## src/rtl/dt_pkg.sv

```systemverilog
// Shared constants, FSM encoding and pixel-to-word mapping for the distance-transform blocks.
package dt_pkg;

    localparam int unsigned IMG_W       = 128;
    localparam int unsigned PIX_W       = 8;
    localparam int unsigned WORD_W      = 16;
    localparam int unsigned ADDR_PIX_W  = 14;
    localparam int unsigned ADDR_WORD_W = 10;
    localparam int unsigned BIT_IDX_W   = 4;

    typedef enum logic [1:0] {
        StIdle,
        StRead,
        StFlush,
        StFinish
    } dt_state_e;

    typedef struct packed {
        logic [ADDR_WORD_W-1:0] word;
        logic [BIT_IDX_W-1:0]   bit_pos;
    } pix_loc_t;

    // Column 0 of each 16-pixel group lands in the word MSB.
    function automatic pix_loc_t pix_to_word(input logic [ADDR_PIX_W-1:0] k);
        pix_loc_t loc;
        loc.word    = k[ADDR_PIX_W-1:BIT_IDX_W];
        loc.bit_pos = 4'hF - k[BIT_IDX_W-1:0];
        return loc;
    endfunction

endpackage

```

## src/rtl/dt_binarize_pack_if.sv

```systemverilog
// Result-RAM read port and image-RAM write port seen by the binarize/pack engine.
interface dt_binarize_pack_if #(
    parameter int unsigned PIX_W       = dt_pkg::PIX_W,
    parameter int unsigned WORD_W      = dt_pkg::WORD_W,
    parameter int unsigned ADDR_PIX_W  = dt_pkg::ADDR_PIX_W,
    parameter int unsigned ADDR_WORD_W = dt_pkg::ADDR_WORD_W
);

    logic                   res_rd;
    logic [ADDR_PIX_W-1:0]  res_addr;
    logic [PIX_W-1:0]       res_di;
    logic                   img_wr;
    logic [ADDR_WORD_W-1:0] img_addr;
    logic [WORD_W-1:0]      img_do;

    modport master (
        output res_rd,
        output res_addr,
        input  res_di,
        output img_wr,
        output img_addr,
        output img_do
    );

    modport slave (
        input  res_rd,
        input  res_addr,
        output res_di,
        input  img_wr,
        input  img_addr,
        input  img_do
    );

endinterface

```

## src/rtl/dt_bit_packer.sv

```systemverilog
// Serial-in, MSB-first bit packer: flags the cycle in which the incoming bit completes a word.
module dt_bit_packer #(
    parameter int unsigned WORD_W = dt_pkg::WORD_W
) (
    input  logic              clk,
    input  logic              reset,
    input  logic              clear_i,
    input  logic              bit_valid_i,
    input  logic              bit_i,
    output logic              word_valid_o,
    output logic [WORD_W-1:0] word_o
);

    localparam int unsigned CNT_W = $clog2(WORD_W);

    // Only the WORD_W-1 earlier bits are stored; the final bit is merged combinationally.
    logic [WORD_W-2:0] sreg_q, sreg_d;
    logic [CNT_W-1:0]  cnt_q, cnt_d;

    always_comb begin
        sreg_d = sreg_q;
        cnt_d  = cnt_q;
        if (clear_i) begin
            sreg_d = '0;
            cnt_d  = '0;
        end else if (bit_valid_i) begin
            sreg_d = {sreg_q[WORD_W-3:0], bit_i};
            cnt_d  = cnt_q + 1'b1;
        end
    end

    always_comb begin
        word_valid_o = bit_valid_i && !clear_i && (cnt_q == CNT_W'(WORD_W - 1));
        word_o       = {sreg_q, bit_i};
    end

    always_ff @(posedge clk) begin
        if (!reset) begin
            sreg_q <= '0;
            cnt_q  <= '0;
        end else begin
            sreg_q <= sreg_d;
            cnt_q  <= cnt_d;
        end
    end

endmodule

```

## src/rtl/dt_binarize_pack.sv

```systemverilog
// Thresholds the distance map one pixel per cycle, packs 16 bits per image word and counts set pixels.
module dt_binarize_pack
    import dt_pkg::*;
#(
    parameter int unsigned IMG_W  = dt_pkg::IMG_W,
    parameter int unsigned PIX_W  = dt_pkg::PIX_W,
    parameter int unsigned WORD_W = dt_pkg::WORD_W,
    localparam int unsigned ADDR_PIX_W  = 2 * $clog2(IMG_W),
    localparam int unsigned ADDR_WORD_W = ADDR_PIX_W - $clog2(WORD_W),
    localparam int unsigned CNT_W       = ADDR_PIX_W + 1
) (
    input  logic              clk,
    input  logic              reset,
    input  logic              start,
    input  logic [PIX_W-1:0]  thr,
    dt_binarize_pack_if.master ram,
    output logic              busy,
    output logic              done,
    output logic [CNT_W-1:0]  set_cnt
);

    dt_state_e              state_q, state_d;
    logic [PIX_W-1:0]       thr_q, thr_d;
    logic                   res_rd_q, res_rd_d;
    logic [ADDR_PIX_W-1:0]  res_addr_q, res_addr_d;
    logic                   img_wr_q, img_wr_d;
    logic [ADDR_WORD_W-1:0] img_addr_q, img_addr_d;
    logic [WORD_W-1:0]      img_do_q, img_do_d;
    logic                   busy_q, busy_d;
    logic                   done_q, done_d;
    logic [CNT_W-1:0]       set_cnt_q, set_cnt_d;

    logic [PIX_W-1:0]  thr_eff;
    logic              pix_bit;
    logic              accept;
    logic              sample;
    logic              word_valid;
    logic [WORD_W-1:0] word;

    // A zero threshold would make every pixel set; treat it as "any nonzero distance".
    always_comb begin
        thr_eff = (thr_q == '0) ? PIX_W'(1) : thr_q;
        pix_bit = (ram.res_di >= thr_eff);
        accept  = (state_q == StIdle) && start;
        sample  = (state_q == StRead);
    end

    dt_bit_packer #(
        .WORD_W (WORD_W)
    ) u_packer (
        .clk          (clk),
        .reset        (reset),
        .clear_i      (accept),
        .bit_valid_i  (sample),
        .bit_i        (pix_bit),
        .word_valid_o (word_valid),
        .word_o       (word)
    );

    always_comb begin
        state_d    = state_q;
        thr_d      = thr_q;
        res_rd_d   = res_rd_q;
        res_addr_d = res_addr_q;
        img_wr_d   = 1'b0;
        img_addr_d = img_addr_q;
        img_do_d   = img_do_q;
        busy_d     = busy_q;
        done_d     = done_q;
        set_cnt_d  = set_cnt_q;

        unique case (state_q)
            StIdle: begin
                if (start) begin
                    thr_d      = thr;
                    set_cnt_d  = '0;
                    res_addr_d = '0;
                    res_rd_d   = 1'b1;
                    busy_d     = 1'b1;
                    done_d     = 1'b0;
                    state_d    = StRead;
                end
            end
            StRead: begin
                set_cnt_d  = set_cnt_q + CNT_W'(pix_bit);
                res_addr_d = res_addr_q + 1'b1;
                if (word_valid) begin
                    img_wr_d   = 1'b1;
                    img_addr_d = res_addr_q[ADDR_PIX_W-1 -: ADDR_WORD_W];
                    img_do_d   = word;
                end
                if (res_addr_q == '1) begin
                    res_rd_d = 1'b0;
                    state_d  = StFlush;
                end
            end
            // The last word's write strobe is on the bus during this state.
            StFlush: begin
                state_d = StFinish;
            end
            StFinish: begin
                busy_d  = 1'b0;
                done_d  = 1'b1;
                state_d = StIdle;
            end
            default: begin
                state_d = StIdle;
            end
        endcase
    end

    always_ff @(posedge clk) begin
        if (!reset) begin
            state_q    <= StIdle;
            thr_q      <= '0;
            res_rd_q   <= 1'b0;
            res_addr_q <= '0;
            img_wr_q   <= 1'b0;
            img_addr_q <= '0;
            img_do_q   <= '0;
            busy_q     <= 1'b0;
            done_q     <= 1'b0;
            set_cnt_q  <= '0;
        end else begin
            state_q    <= state_d;
            thr_q      <= thr_d;
            res_rd_q   <= res_rd_d;
            res_addr_q <= res_addr_d;
            img_wr_q   <= img_wr_d;
            img_addr_q <= img_addr_d;
            img_do_q   <= img_do_d;
            busy_q     <= busy_d;
            done_q     <= done_d;
            set_cnt_q  <= set_cnt_d;
        end
    end

    assign ram.res_rd   = res_rd_q;
    assign ram.res_addr = res_addr_q;
    assign ram.img_wr   = img_wr_q;
    assign ram.img_addr = img_addr_q;
    assign ram.img_do   = img_do_q;
    assign busy         = busy_q;
    assign done         = done_q;
    assign set_cnt      = set_cnt_q;

endmodule

```

## src/flat_wrapper.sv

```systemverilog
// flat-port wrapper written by rule: the top's interface ports become plain ports
module dt_binarize_pack_flat import dt_pkg::*;
#(
    parameter int unsigned IMG_W  = dt_pkg::IMG_W,
    parameter int unsigned PIX_W  = dt_pkg::PIX_W,
    parameter int unsigned WORD_W = dt_pkg::WORD_W,
    localparam int unsigned ADDR_PIX_W  = 2 * $clog2(IMG_W),
    localparam int unsigned ADDR_WORD_W = ADDR_PIX_W - $clog2(WORD_W),
    localparam int unsigned CNT_W       = ADDR_PIX_W + 1
)
  (clk, reset, start, thr, busy, done, set_cnt, ram_res_rd, ram_res_addr, ram_res_di, ram_img_wr, ram_img_addr, ram_img_do);
  dt_binarize_pack_if #(.PIX_W(PIX_W), .WORD_W(WORD_W)) ram_i ();
  input  logic clk;
  input  logic reset;
  input  logic start;
  input  logic [PIX_W-1:0] thr;
  output logic busy;
  output logic done;
  output logic [CNT_W-1:0] set_cnt;
  output wire logic [$bits(ram_i.res_rd)-1:0] ram_res_rd;
  output wire logic [$bits(ram_i.res_addr)-1:0] ram_res_addr;
  input wire logic [$bits(ram_i.res_di)-1:0] ram_res_di;
  output wire logic [$bits(ram_i.img_wr)-1:0] ram_img_wr;
  output wire logic [$bits(ram_i.img_addr)-1:0] ram_img_addr;
  output wire logic [$bits(ram_i.img_do)-1:0] ram_img_do;
  assign ram_res_rd = ram_i.res_rd;
  assign ram_res_addr = ram_i.res_addr;
  assign ram_i.res_di = ram_res_di;
  assign ram_img_wr = ram_i.img_wr;
  assign ram_img_addr = ram_i.img_addr;
  assign ram_img_do = ram_i.img_do;
  dt_binarize_pack #(.IMG_W(IMG_W), .PIX_W(PIX_W), .WORD_W(WORD_W)) u_core (.clk(clk), .reset(reset), .start(start), .thr(thr), .ram(ram_i), .busy(busy), .done(done), .set_cnt(set_cnt));
endmodule
```

## config.mk

```make
export PLATFORM = sky130hd
export DESIGN_NAME = dt_binarize_pack_flat
export DESIGN_NICKNAME = d
export VERILOG_FILES = /design/src/rtl/dt_pkg.sv /design/src/rtl/dt_binarize_pack_if.sv /design/src/rtl/dt_bit_packer.sv /design/src/rtl/dt_binarize_pack.sv /design/src/flat_wrapper.sv
export SDC_FILE = /design/constraint.sdc
export NUM_CORES = 1
export LEC_CHECK = 0
export CAP_MARGIN = 20
export CORE_ASPECT_RATIO = 0.7
export CORE_MARGIN = 3
export CORE_UTILIZATION = 51
export DETAILED_ROUTE_END_ITERATION = 12
export PLACE_DENSITY = 0.85
export SLEW_MARGIN = 10
export SYNTH_ARGS = -nofsm -noshare
export SYNTH_HDL_FRONTEND = slang
export SYNTH_SLANG_ARGS = --single-unit
```

## constraint.sdc

```tcl
create_clock -name clk -period 4.2 [get_ports clk]
set_input_delay 1.05 -clock clk [delete_from_list [all_inputs] [get_ports clk]]
set_output_delay 1.05 -clock clk [all_outputs]
set_load 0.1 [all_outputs]
```

==> impl_metrics.env <==
export IMPL_cp_num_buf_inv=3
export IMPL_grt_pass1_wl_microns=14500
export IMPL_syn_num_nets=461
export IMPL_gp_congestion=0.815
export IMPL_rsz0062_at_grt="false"
export IMPL_critical_path_top_delay_family="compound AO/OA/AOI/OAI gates"
export IMPL_antenna_found_initial=0
export IMPL_finalHoldViolCount=0
export IMPL_antenna_cells=0
export IMPL_via_per_inst=5.26
export IMPL_io_pins=78
export IMPL_p_leak_nw=1.69
export IMPL_drt_iter0_drc=127
export IMPL_placedCellCount=581
export IMPL_crit_path_cell_trace="clkdlybuf4s50_1, inv_1, ha_1, nand2b_1, a2111o_1, a211oi_1, inv_1, ha_1, and2_1, and4_1, a31o_2, a21oi_1"
export IMPL_crit_arrival_ns=3.92
export IMPL_slew_violations=0
export IMPL_clk_latency_ns=0.35
export IMPL_avgRoutedWirePerCell_microns=14.2
export IMPL_htree_levels=3
export IMPL_relSlewSlack=0.303
export IMPL_remaining_drc_errors=0
export IMPL_ys_types=38
export IMPL_required_ns=4.48
export IMPL_grt_max_degree=49
export IMPL_chipWidth_microns=109
export IMPL_post_cts_setup_buffer_count=0
export IMPL_end_kind="flip-flop"
export IMPL_clk_pin_slew_ns=0.08
export IMPL_netlist_instances=426
export IMPL_grt_pass1_vias=3061
export IMPL_maxCapViolCount=0
export IMPL_r2r_slack_ns=0.92
export IMPL_worstSetupPathType="input port to flip-flop"
export IMPL_drive_above_1_share=0.0437
export IMPL_ant_nets=0
export IMPL_clock_sinks=88
export IMPL_vdd_drop_max_mv=0.229
export IMPL_avgSynthCellArea_sq_um=8.82
export IMPL_initial_core_util=0.541
export IMPL_grt_overflow=0
export IMPL_fillers=557
export IMPL_outcome="finished clean"
export IMPL_ys_seq_elements=88
export IMPL_post_route_min_period_ns=3.64
export IMPL_clockBufferDepth=2
export IMPL_power_total_mw=2.10
export IMPL_path_max_fanout=5
export IMPL_clock_skew_ns=0.00916
export IMPL_start_kind="input port"
export IMPL_numCtsBuffers=9
export IMPL_core_area_sq_um=6940
export IMPL_p_per_area_nw_per_um2=437
export IMPL_routed_wl_microns=8510
export IMPL_gr_usage_all_layers=0.212
export IMPL_max_stage_delay_ns=0.45
export IMPL_area_growth_pct=27.9
export IMPL_cts_resized=0
export IMPL_cp_slowest_cell="clkdlybuf4s50_1"
export IMPL_cts_root_buf="clkbuf_8"
export IMPL_yosysWarningCount=0
export IMPL_syn_area_sq_um=3760
export IMPL_setup_viol=0
export IMPL_fin_crit_sh=0.867
export IMPL_fmax_mhz=275
export IMPL_rows=25
export IMPL_fin_cells=598
export IMPL_die_h_microns=77.8
export IMPL_fp_dieArea_sq_um=8450
export IMPL_final_nets=534
export IMPL_final_common_cell="dfxtp_1"
export IMPL_cts_tree="yes"
export IMPL_portBuffers=77
export IMPL_dpl_hpwl_microns=6010
export IMPL_hp_class="flip-flop to flip-flop"
export IMPL_synth_seq_area_share=0.469
export IMPL_vias=3147
export IMPL_dr_pass1_iters=4
export IMPL_layout_common_cells="dfxtp_1, nand2_1, clkdlybuf4s50_1"
export IMPL_worst_pin_slew_ns=1.04
export IMPL_finalSetupTns_ns=0
export IMPL_cts_hold_buffers_added=0
==> final timing paths <==
check / endpoint / cells past startpoint / from
setup / recovery: u_core.set_cnt[11] / 12 / ram_res_di[0]
hold / removal: u_core.ram.img_do[6] / 2 / u_core.ram.img_do[6]
setup reg to reg: u_core.set_cnt[11] / 12 / u_core.thr_q[2]
hold reg to reg: u_core.ram.img_do[6] / 2 / u_core.ram.img_do[6]
==> kinds of logic after synthesis <==
group / Yosys count / synth area share
xor+xnor: 20 / 0.0466
simple gates: 184 / 0.224
flops: 88 / 0.469
buf+inv: 34 / 0.0343
compound gates: 65 / 0.123
mux: 19 / 0.0509
fa+ha+maj: 16 / 0.0533
==> registers in the layout, summed over array words and instances, names as in the netlist <==
name                    cells
u_core.u_packer.cnt_q       4
u_core.u_packer.sreg_q     15
u_core.ram.res_rd           1
u_core.ram.img_do          16
u_core.ram.img_addr        10
u_core.ram.img_wr           1
u_core.thr_q                8
u_core.busy                 1
u_core.state_q              2
u_core.ram.res_addr        14
u_core.set_cnt             15
u_core.done                 1
==> cell type report <==
type,instances,area (sq um),area share
tap,94,118,0.0245
timing repair buffer,82,816,0.170
sequential,88,1760,0.367
clock buffer,12,135,0.0281
inverter,14,52.6,0.0109
clock inverter,4,55.1,0.0115
multi-input combinational,304,1870,0.389
==> Yosys cell counts (all sizes together) <==
cell type / number / share of area
a2111o: 1 / 0.0030
a211oi: 2 / 0.0040
a21boi: 33 / 0.066
a21oi: 10 / 0.013
a22oi: 3 / 0.0060
a31o: 2 / 0.0047
a41o: 1 / 0.0027
and2: 4 / 0.0067
and3: 4 / 0.0067
and4: 4 / 0.0093
buf: 4 / 0.0043
clkbuf: 16 / 0.016
dfxtp: 88 / 0.47
ha: 16 / 0.053
inv: 14 / 0.014
mux2: 1 / 0.0030
mux2i: 18 / 0.048
nand2: 87 / 0.087
nand2b: 3 / 0.0050
nand3: 7 / 0.0093
nand4: 12 / 0.020
nor2: 40 / 0.040
nor2b: 5 / 0.0083
nor3: 3 / 0.0040
nor3b: 1 / 0.0020
nor4: 7 / 0.012
o211a: 1 / 0.0027
o211ai: 4 / 0.0080
o21a: 1 / 0.0020
o21ai: 6 / 0.0080
o41ai: 1 / 0.0023
or3: 3 / 0.0050
or4: 4 / 0.0090
xnor2: 9 / 0.021
xor2: 11 / 0.026
==> routing by layer <==
metal	share of wire	up-vias	global-route usage
met5	0	-	0
met4	0.012	0	0.0618
met3	0.070	12	0.0732
met2	0.43	79	0.322
met1	0.49	1457	0.285
li1	-	1599	-
==> where the power goes <==
part	total (mW)	switching [mW]	internal, mW	leakage (nW)
clock	0.565	0.287	0.278	0.0908
combinational	0.615	0.401	0.214	0.883
sequential	0.920	0.0399	0.880	0.711
==> tightest hold or removal path, delay by kind of cell (launching register included) <==
| kind | cells | cell delay [ns] |
|---|---|---|
| compound gates | 1 | 0.06 |
| flops | 1 | 0.31 |
| simple gates | 1 | 0.05 |
==> per-stage QoR <==
| step | utilization | instance area [sq um] | hold WS [ns] | worst slack (ns) |
|---|---|---|---|---|
| after floorplan | - | 3760 | 0.440 | 0.892 |
| after global placement | 0.663 | 4600 | 0.450 | 0.301 |
| after detailed placement | 0.663 | 4600 | 0.459 | 0.217 |
| after CTS | 0.690 | 4790 | 0.470 | 0.566 |
| after global routing | 0.692 | 4810 | 0.494 | 0.434 |
| final | 0.692 | 4810 | 0.466 | 0.559 |
Power figures use the tool's default switching activity.
